[src/rtl/systolic_operand_feeder_pkg.sv]
// Shared definitions for the systolic GEMM array: feeder state encoding and
// sizing helpers reused by the array and drain stages.
package sa_pkg;

   typedef enum logic [1:0] {IDLE, STREAM, DRAIN} feeder_state_t;

   function automatic int sa_max(input int a, input int b);
      return (a > b) ? a : b;
   endfunction

   // Counter must hold the longest phase length without wrapping.
   function automatic int sa_cnt_w(input int streamLen, input int drainLen);
      return $clog2(sa_max(streamLen, drainLen) + 1);
   endfunction

endpackage

[src/rtl/systolic_operand_feeder_if.sv]
// Tile handshake and array-edge bus of the operand feeder.
interface systolic_operand_feeder_if #(
   parameter int M          = 4,
   parameter int K          = 4,
   parameter int N          = 4,
   parameter int DATA_WIDTH = 8
);

   logic                        in_valid;
   logic                        in_ready;
   logic [M*K*DATA_WIDTH-1:0]   a_tile;
   logic [K*N*DATA_WIDTH-1:0]   b_tile;
   logic [M*DATA_WIDTH-1:0]     a_edge;
   logic [M-1:0]                a_edge_valid;
   logic [N*DATA_WIDTH-1:0]     b_edge;
   logic [N-1:0]                b_edge_valid;
   logic                        clear_acc;
   logic                        busy;
   logic                        done;

   modport master (
      output in_valid, a_tile, b_tile,
      input  in_ready, a_edge, a_edge_valid, b_edge, b_edge_valid,
             clear_acc, busy, done
   );

   modport slave (
      input  in_valid, a_tile, b_tile,
      output in_ready, a_edge, a_edge_valid, b_edge, b_edge_valid,
             clear_acc, busy, done
   );

endinterface

[src/rtl/systolic_operand_feeder_skew_lane.sv]
// One skewed edge lane: presents element t-OFFSET of a latched operand vector,
// or zero with valid low when that index falls outside the vector.
module sa_skew_lane
   import sa_pkg::*;
#(
   parameter int LEN    = 4,
   parameter int OFFSET = 0,
   parameter int DW     = 8,
   parameter int CNT_W  = 4
) (
   input  logic [LEN*DW-1:0] vec_i,
   input  logic [CNT_W-1:0]  t_i,
   input  logic              en_i,
   output logic [DW-1:0]     data_o,
   output logic              valid_o
);

   always_comb begin
      data_o  = '0;
      valid_o = 1'b0;
      for (int k = 0; k < LEN; k++) begin
         if (en_i && (int'(t_i) == k + OFFSET)) begin
            data_o  = vec_i[k*DW +: DW];
            valid_o = 1'b1;
         end
      end
   end

endmodule

[src/rtl/systolic_operand_feeder.sv]
// Latches an A/B tile pair and streams it diagonally skewed into the systolic
// array edges, then waits for in-flight MACs to drain before pulsing done.
module systolic_operand_feeder
   import sa_pkg::*;
#(
   parameter int M            = 4,
   parameter int K            = 4,
   parameter int N            = 4,
   parameter int DATA_WIDTH   = 8,
   parameter int DRAIN_CYCLES = M + N
) (
   input logic                  clk,
   input logic                  reset,
   systolic_operand_feeder_if.slave bus
);

   localparam int DW    = DATA_WIDTH;
   localparam int T     = K + sa_max(M, N) - 1;
   localparam int CNT_W = sa_cnt_w(T, DRAIN_CYCLES);

   feeder_state_t          state_q, state_d;
   logic [CNT_W-1:0]       cnt_q, cnt_d;
   logic [M*K*DW-1:0]      aTile_q, aTile_d;
   logic [K*N*DW-1:0]      bTile_q, bTile_d;
   logic                   clearAcc_q, clearAcc_d;
   logic                   done_q, done_d;
   logic [M*DW-1:0]        aEdge_q, aEdge_d;
   logic [M-1:0]           aValid_q, aValid_d;
   logic [N*DW-1:0]        bEdge_q, bEdge_d;
   logic [N-1:0]           bValid_q, bValid_d;
   logic                   streamNext;
   logic [K*DW-1:0]        bCol [N];

   // Next-state logic; tiles are taken straight from the bus on accept so the
   // edge registers can be loaded with t=0 operands in the same edge.
   always_comb begin
      state_d    = state_q;
      cnt_d      = cnt_q;
      aTile_d    = aTile_q;
      bTile_d    = bTile_q;
      clearAcc_d = 1'b0;
      done_d     = 1'b0;
      case (state_q)
         IDLE: begin
            if (bus.in_valid) begin
               aTile_d    = bus.a_tile;
               bTile_d    = bus.b_tile;
               state_d    = STREAM;
               cnt_d      = '0;
               clearAcc_d = 1'b1;
            end
         end
         STREAM: begin
            if (cnt_q == CNT_W'(T - 1)) begin
               state_d = DRAIN;
               cnt_d   = '0;
            end else begin
               cnt_d = cnt_q + CNT_W'(1);
            end
         end
         DRAIN: begin
            if (cnt_q == CNT_W'(DRAIN_CYCLES - 1)) begin
               state_d = IDLE;
               cnt_d   = '0;
               done_d  = 1'b1;
            end else begin
               cnt_d = cnt_q + CNT_W'(1);
            end
         end
         default: begin
            state_d = IDLE;
            cnt_d   = '0;
         end
      endcase
   end

   assign streamNext = (state_d == STREAM);

   // B is stored row-major, so each column lane needs its elements regathered.
   always_comb begin
      for (int j = 0; j < N; j++) begin
         bCol[j] = '0;
         for (int k = 0; k < K; k++) begin
            bCol[j][k*DW +: DW] = bTile_d[(k*N+j)*DW +: DW];
         end
      end
   end

   for (genvar i = 0; i < M; i++) begin : gA
      sa_skew_lane #(.LEN(K), .OFFSET(i), .DW(DW), .CNT_W(CNT_W)) uLane (
         .vec_i   (aTile_d[i*K*DW +: K*DW]),
         .t_i     (cnt_d),
         .en_i    (streamNext),
         .data_o  (aEdge_d[i*DW +: DW]),
         .valid_o (aValid_d[i])
      );
   end

   for (genvar j = 0; j < N; j++) begin : gB
      sa_skew_lane #(.LEN(K), .OFFSET(j), .DW(DW), .CNT_W(CNT_W)) uLane (
         .vec_i   (bCol[j]),
         .t_i     (cnt_d),
         .en_i    (streamNext),
         .data_o  (bEdge_d[j*DW +: DW]),
         .valid_o (bValid_d[j])
      );
   end

   always_ff @(posedge clk or posedge reset) begin
      if (reset) begin
         state_q    <= IDLE;
         cnt_q      <= '0;
         aTile_q    <= '0;
         bTile_q    <= '0;
         clearAcc_q <= 1'b0;
         done_q     <= 1'b0;
         aEdge_q    <= '0;
         aValid_q   <= '0;
         bEdge_q    <= '0;
         bValid_q   <= '0;
      end else begin
         state_q    <= state_d;
         cnt_q      <= cnt_d;
         aTile_q    <= aTile_d;
         bTile_q    <= bTile_d;
         clearAcc_q <= clearAcc_d;
         done_q     <= done_d;
         aEdge_q    <= aEdge_d;
         aValid_q   <= aValid_d;
         bEdge_q    <= bEdge_d;
         bValid_q   <= bValid_d;
      end
   end

   assign bus.in_ready     = (state_q == IDLE);
   assign bus.busy         = (state_q != IDLE);
   assign bus.clear_acc    = clearAcc_q;
   assign bus.done         = done_q;
   assign bus.a_edge       = aEdge_q;
   assign bus.a_edge_valid = aValid_q;
   assign bus.b_edge       = bEdge_q;
   assign bus.b_edge_valid = bValid_q;

endmodule

[src/flat_wrapper.sv]
// flat-port wrapper written by rule: the top's interface ports become plain ports
module systolic_operand_feeder_flat import sa_pkg::*;
#(
   parameter int M            = 4,
   parameter int K            = 4,
   parameter int N            = 4,
   parameter int DATA_WIDTH   = 8,
   parameter int DRAIN_CYCLES = M + N
)
  (clk, reset, bus_in_valid, bus_a_tile, bus_b_tile, bus_in_ready, bus_a_edge, bus_a_edge_valid, bus_b_edge, bus_b_edge_valid, bus_clear_acc, bus_busy, bus_done);
  systolic_operand_feeder_if #(.M(M), .K(K), .N(N), .DATA_WIDTH(DATA_WIDTH)) bus_i ();
  input logic clk;
  input logic reset;
  input wire logic [$bits(bus_i.in_valid)-1:0] bus_in_valid;
  input wire logic [$bits(bus_i.a_tile)-1:0] bus_a_tile;
  input wire logic [$bits(bus_i.b_tile)-1:0] bus_b_tile;
  output wire logic [$bits(bus_i.in_ready)-1:0] bus_in_ready;
  output wire logic [$bits(bus_i.a_edge)-1:0] bus_a_edge;
  output wire logic [$bits(bus_i.a_edge_valid)-1:0] bus_a_edge_valid;
  output wire logic [$bits(bus_i.b_edge)-1:0] bus_b_edge;
  output wire logic [$bits(bus_i.b_edge_valid)-1:0] bus_b_edge_valid;
  output wire logic [$bits(bus_i.clear_acc)-1:0] bus_clear_acc;
  output wire logic [$bits(bus_i.busy)-1:0] bus_busy;
  output wire logic [$bits(bus_i.done)-1:0] bus_done;
  assign bus_i.in_valid = bus_in_valid;
  assign bus_i.a_tile = bus_a_tile;
  assign bus_i.b_tile = bus_b_tile;
  assign bus_in_ready = bus_i.in_ready;
  assign bus_a_edge = bus_i.a_edge;
  assign bus_a_edge_valid = bus_i.a_edge_valid;
  assign bus_b_edge = bus_i.b_edge;
  assign bus_b_edge_valid = bus_i.b_edge_valid;
  assign bus_clear_acc = bus_i.clear_acc;
  assign bus_busy = bus_i.busy;
  assign bus_done = bus_i.done;
  systolic_operand_feeder #(.M(M), .K(K), .N(N), .DATA_WIDTH(DATA_WIDTH), .DRAIN_CYCLES(DRAIN_CYCLES)) u_core (.clk(clk), .reset(reset), .bus(bus_i));
endmodule
[config.mk]
export PLATFORM = sky130hd
export DESIGN_NAME = systolic_operand_feeder_flat
export DESIGN_NICKNAME = d
export VERILOG_FILES = /design/src/rtl/systolic_operand_feeder_pkg.sv /design/src/rtl/systolic_operand_feeder_if.sv /design/src/rtl/systolic_operand_feeder_skew_lane.sv /design/src/rtl/systolic_operand_feeder.sv /design/src/flat_wrapper.sv
export SDC_FILE = /design/constraint.sdc
export NUM_CORES = 1
export LEC_CHECK = 0
export CORE_ASPECT_RATIO = 0.9
export CORE_MARGIN = 2
export CORE_UTILIZATION = 51
export DETAILED_ROUTE_END_ITERATION = 10
export PLACE_DENSITY = 0.81
export SYNTH_ARGS = -nofsm -noshare
export SYNTH_HDL_FRONTEND = slang
export SYNTH_HIERARCHICAL = 1
export SYNTH_SLANG_ARGS = --single-unit
[constraint.sdc]
create_clock -name clk -period 15.3 [get_ports clk]
set_input_delay 3.06 -clock clk [delete_from_list [all_inputs] [get_ports clk]]
set_output_delay 3.06 -clock clk [all_outputs]
set_load 0.03 [all_outputs]
Word-level counts from Yosys, hierarchy flattened --
Cells that the tools add are included.
Storage, ports and cells: word-level logic and storage cells 95, register bits 332
Operators by class: equality and inequality tests 11, multiplexer cells 64, reductions and logical operators 10, add/sub/neg operators 1
Operator list (count):
- $mux W128 | 4
- $mux W8 | 32
- $mux W1 | 20
- $eq A4 B3 Y1 const B | 4
- $eq A4 B4 Y1 const B | 3
- $mux W4 | 3
- $pmux W4 S3 | 1
- $logic_and A1 B1 Y1 | 7
- $mux W2 | 3
- $pmux W2 S3 | 1
- $add A4 B1 Y4 const B | 1
- $eq A2 B1 Y1 const B | 2
- $eq A4 B2 Y1 const B | 1
- $logic_not A4 Y1 | 1
- $eq A2 B2 Y1 const B | 1
- $logic_not A2 Y1 | 1
- $reduce_bool A2 Y1 | 1

Logic depth before layout (Yosys ltp) --
depth after elaboration 9, depth in mapped cells 10, mapped depth without buffers 8

Cells and area by module --
Netlist, hierarchy kept.
Modules (own cells, without submodules):
- systolic_operand_feeder | instances 1, seq. area each 8408.1 µm², area an instance 12722.2 µm², cells each 652
- sa_skew_lane at u_core.gA[2].uLane ... | instances 2, seq. area each 0.0 µm², area an instance 322.8 µm², cells each 44
- sa_skew_lane at u_core.gA[1].uLane ... | instances 2, seq. area each 0.0 µm², area an instance 319.1 µm², cells each 40
- sa_skew_lane at u_core.gA[3].uLane ... | instances 2, seq. area each 0.0 µm², area an instance 317.8 µm², cells each 41
- sa_skew_lane at u_core.gA[0].uLane ... | instances 2, seq. area each 0.0 µm², area an instance 257.7 µm², cells each 31

Worst setup path after synthesis --
No wires, ideal clock.
path type input port to flip-flop, start input port bus_in_valid, end register u_core.aEdge_q[11] (netlist: u_core/bus.a_edge[11]), library setup time 0.125 ns, stages 7, path slack 9.142 ns, path buffers 1, data required time 15.175 ns, arrival time 6.033 ns, path through nor3_1 -> inv_1 -> mux2i_1 -> buf_2 -> mux2_2 -> a32oi_1 -> a21oi_1
Between the ends: word-level cells in the longest chain between the ends 8, elaborated cells between the ends (all ways) 19, those cells by class eq/ne (5); mux (10); reduce/logical (4)
Ends and longest elaborated chain:
- start, declared | RTL line flat_wrapper.sv:14 | input wire logic [$bits(bus_i.in_valid)-1:0] bus_in_valid;
- $mux W4 * | RTL line systolic_operand_feeder.sv:45 | if (bus.in_valid) begin
- $pmux W4 S3 * | RTL line systolic_operand_feeder.sv:43 | case (state_q)
- net u_core.cnt_d[0] | RTL line systolic_operand_feeder.sv:22 | logic [CNT_W-1:0] cnt_q, cnt_d;
- $eq A4 B2 Y1 | RTL line systolic_operand_feeder_skew_lane.sv:22 | if (en_i && (int'(t_i) == k + OFFSET)) begin
- $logic_and A1 B1 Y1 | RTL line systolic_operand_feeder_skew_lane.sv:22
- $mux W8 (3 in series) | RTL line systolic_operand_feeder_skew_lane.sv:22
- $mux W8 * | RTL line systolic_operand_feeder_skew_lane.sv:22
- net u_core.aEdge_d[11] | RTL line systolic_operand_feeder.sv:27 | logic [M*DW-1:0] aEdge_q, aEdge_d;
- end signal, assigned | RTL line systolic_operand_feeder.sv:128 | aEdge_q <= aEdge_d;
- end, declared | RTL line systolic_operand_feeder.sv:27
Mark *: on every way through the listed nets, which the timed path passes. The rest lies on a longest branch.

Worst setup path after layout --
start input port bus_in_valid, end register u_core.bEdge_q[25] (netlist: u_core/bus.b_edge[25])
Between the ends: elaborated cells between the ends (all ways) 19, those cells by class eq/ne (5); mux (10); reduce/logical (4)
RTL lines:
- $mux W128 | RTL line systolic_operand_feeder.sv:45
- $mux W128 | RTL line systolic_operand_feeder.sv:43
- net u_core.bTile_d[121] | RTL line systolic_operand_feeder.sv:24 | logic [K*N*DW-1:0] bTile_q, bTile_d;
- $mux W8 | RTL line systolic_operand_feeder_skew_lane.sv:22
- net u_core.bEdge_d[25] | RTL line systolic_operand_feeder.sv:29 | logic [N*DW-1:0] bEdge_q, bEdge_d;
- end signal, assigned | RTL line systolic_operand_feeder.sv:130 | bEdge_q <= bEdge_d;
- end, declared | RTL line systolic_operand_feeder.sv:29
The timed path passes the listed nets, and every way through them passes these cells.

==> flow_summary.toml <==
[grt]
grt_use_met3_pct = 6.07
grt_pass1_vias = 10312
grt_busiest_layer = "met2"
grt_start_max_net_pins = 125
grt_use_total_pct = 23.9
use_met1_pct = 32.1
grt_pass1_wl_um = 57900
grt_overflow = 0
antenna_found_initial = 6
grt_use_met2_pct = 37.8

[pwr]
power.static_leakage_uw = 0.00859
p_per_area_mw_per_mm2 = 229
vdd_drop_max_uv = 114

[clock_network]
cts_tree = "done"
cts_max_path_buffers = 3
cts_resized = 0
clock-sinks = 336
worstSkewPairLatency_ps = 500
cts_setup_buffers = 0
clk_pin_slew_worst_paths_ps = 60
ctsHoldBuffers = 0
h-tree-depth = 2
numCtsBuffers = 35
cts_root_buf = "clkbuf_16"

[logic_synthesis]
yosys_warnings = 6
netlist_area_mm2 = 0.0152
synthArstFlopShare_pct = 100
ys_ff_latch = 336
synth-seq-area-share_pct = 55.5
synth.net_count = 1225
synth_cell_types = 56
avgSynthCellArea_um2 = 15.7
ys.flop_type = "dfrtp_1"
synthCells = 964
synth_edf_count = 0

[setup_path]
arrival_ps = 7120
critPathRequiredTime_ps = 15650
cp_num_cells = 7
r2r_cells = 7
critPathTopFamily = "buffers and inverters"
crit-reg2reg-launch = "u_core/state_q[0]"
worstSetupPathType = "in -> reg"
crit_fanout = 64
critPathCaptureType = "flop"
cp_slowest_cell = "buf_4"
crit_buf_inv = 3
cp_cell_sequence = "clkdlybuf4s50_1 -> and2_4 -> buf_4 -> buf_4 -> mux2_2 -> a221oi_1 -> a211oi_1"
r2r_end = "u_core/bus.b_edge[25]"
critPathMostFrequentCell = "buf_4"
cpPeakStageDelay_ps = 1020
reg2reg_setup_slack_ps = 10930
start_kind = "primary input"

[sta]
fmax_mhz = 148
fin_tns_setup_ps = 0
finalHoldViolations = 0
final-setup-viol-count = 0
finalCriticalPeriod_ps = 6770
slew_violations = 0
fin_skew_ps = 11.6
worst_pin_slew_ps = 1170
rsz0062_at_grt = "false"
fin_crit_sh_pct = 44.3
slew_headroom_pct = 21.9

[final_layout]
drive_gt1_share_pct = 27.6
mostFrequentLayoutCells = "336 x dfrtp_1, 334 x clkdlybuf4s50_1, 201 x mux2_4, 69 x mux2_2, 56 x mux2i_1"
fillers = 2075
finish.net_count = 1557
area_delta_synth_final_pct = 30.1
final_common_cell = "dfrtp_1"
final_util_pct = 67.8

[min_path]
min_from = "u_core/bTile_q[43]"
hold_end = "u_core/bTile_q[43]"
hp-class = "reg -> reg"
whs_path_depth = 1

[floorplan]
dieArea_mm2 = 0.0311
die_h_um = 168
ios = 335
initial_utilization_pct = 52.1
fp.coreArea_mm2 = 0.0291
die_w_um = 186
rows = 59

[detailed_routing]
routedWlPerCell_um = 21.6
drc = 0
viasPerCell = 5.38
wirelength_um = 37300
dr.pass1.iters = 4
dr.first_iter.drc_count = 445
antenna_left = 0
vias = 9268

[placement]
gp_congestion = 0.799
dpl.hpwl_um = 25100
numPortBuffers = 334

[outcome]
status = "finished clean"

[run]
max-cap-violations = 0
-- worst max path at each step --
stage / start / to / slack [ps]
3_3_place_gp: bus_in_valid / u_core/bus.b_edge[23] / 8110
4_1_cts: bus_in_valid / u_core/bus.b_edge[23] / 8590
5_1_grt: bus_in_valid / u_core/bus.b_edge[23] / 8380
6_report: bus_in_valid / u_core/bus.b_edge[25] / 8530
2_1_floorplan: reset / u_core/aTile_q[0] / 2930
3_5_place_dp: bus_in_valid / u_core/bus.b_edge[23] / 8060
-- metrics by stage --
| stage | instances | setup WS, ps | power, uW | hold slack, ps | area [um^2] |
|---|---|---|---|---|---|
| final | 1723 | 8530 | 4510 | 492 | 19700 |
| after global routing | 1721 | 8380 | 4760 | 502 | 19700 |
| after global placement | 1655 | 8110 | 3570 | 474 | 18500 |
| after CTS | 1717 | 8590 | 4530 | 492 | 19700 |
| after detailed placement | 1655 | 8060 | 3630 | 477 | 18500 |
| after floorplan | 964 | 2930 | 3130 | 464 | 15200 |
-- cell type report --
class	instances	area, um^2	share of cell area, %
clock inverters	12	128	0.647
inverters	15	63.8	0.324
diodes	6	15.0	0.0761
flip-flops and latches	336	8410	42.6
repair buffers	348	3450	17.5
well taps	396	495	2.51
clock buffers	50	1060	5.40
multi-input cells	560	6100	30.9
-- cells in the mapped netlist, types with 3 or more instances --
master | n | share of area (%)
a221o_1 | 12 | 0.79
nand3b_1 | 8 | 0.40
a21oi_1 | 17 | 0.56
dfrtp_1 | 336 | 55
buf_4 | 6 | 0.30
o21ai_0 | 4 | 0.13
nand2_1 | 12 | 0.30
o221ai_1 | 4 | 0.23
nand4b_1 | 8 | 0.46
xor2_1 | 3 | 0.17
o2bb2ai_1 | 4 | 0.23
nor2_2 | 3 | 0.12
mux2_2 | 69 | 5.1
nand4bb_1 | 4 | 0.30
a221oi_1 | 12 | 0.69
nand2b_1 | 10 | 0.41
buf_12 | 20 | 2.6
nor2_1 | 18 | 0.45
a211oi_1 | 12 | 0.59
nor2b_1 | 7 | 0.29
mux2i_1 | 57 | 3.8
buf_2 | 18 | 0.59
a32oi_1 | 6 | 0.35
mux2_4 | 201 | 20
o21bai_1 | 4 | 0.20
nand3_1 | 3 | 0.099
o22ai_1 | 18 | 0.74
buf_6 | 5 | 0.37
inv_1 | 13 | 0.32
a22o_1 | 12 | 0.69
nor3_1 | 11 | 0.36
-- metal layers --
layer	wire length, um	share of wire (%)
met1	15800	42
met2	17700	47
met3	2540	6.8
met4	1220	3.3
met5	0	0
-- kinds of logic after synthesis --
family | synth area share (%)
compound gates | 6.34
simple gates | 4.47
mux | 28.8
fa+ha+maj | 0.165
buf+inv | 4.52
flops | 55.5
xor+xnor | 0.231
-- where the power goes --
group          total (uW)  switching [uW]  internal [uW]  leakage [uW]
Sequential           1450             135           1310       0.00408
Combinational        2200            1110           1090       0.00393
Clock                 868             347            520      0.000590
-- flip-flops by register name (all words and copies together), names as in the netlist --
register	flops
u_core/bus.done	1
u_core/aTile_q	128
u_core/state_q	2
u_core/bus.b_edge	32
u_core/cnt_q	4
u_core/bus.b_edge_valid	4
u_core/bus.clear_acc	1
u_core/bus.a_edge_valid	4
u_core/bTile_q	128
u_core/bus.a_edge	32
Power figures use the tool's default switching activity.
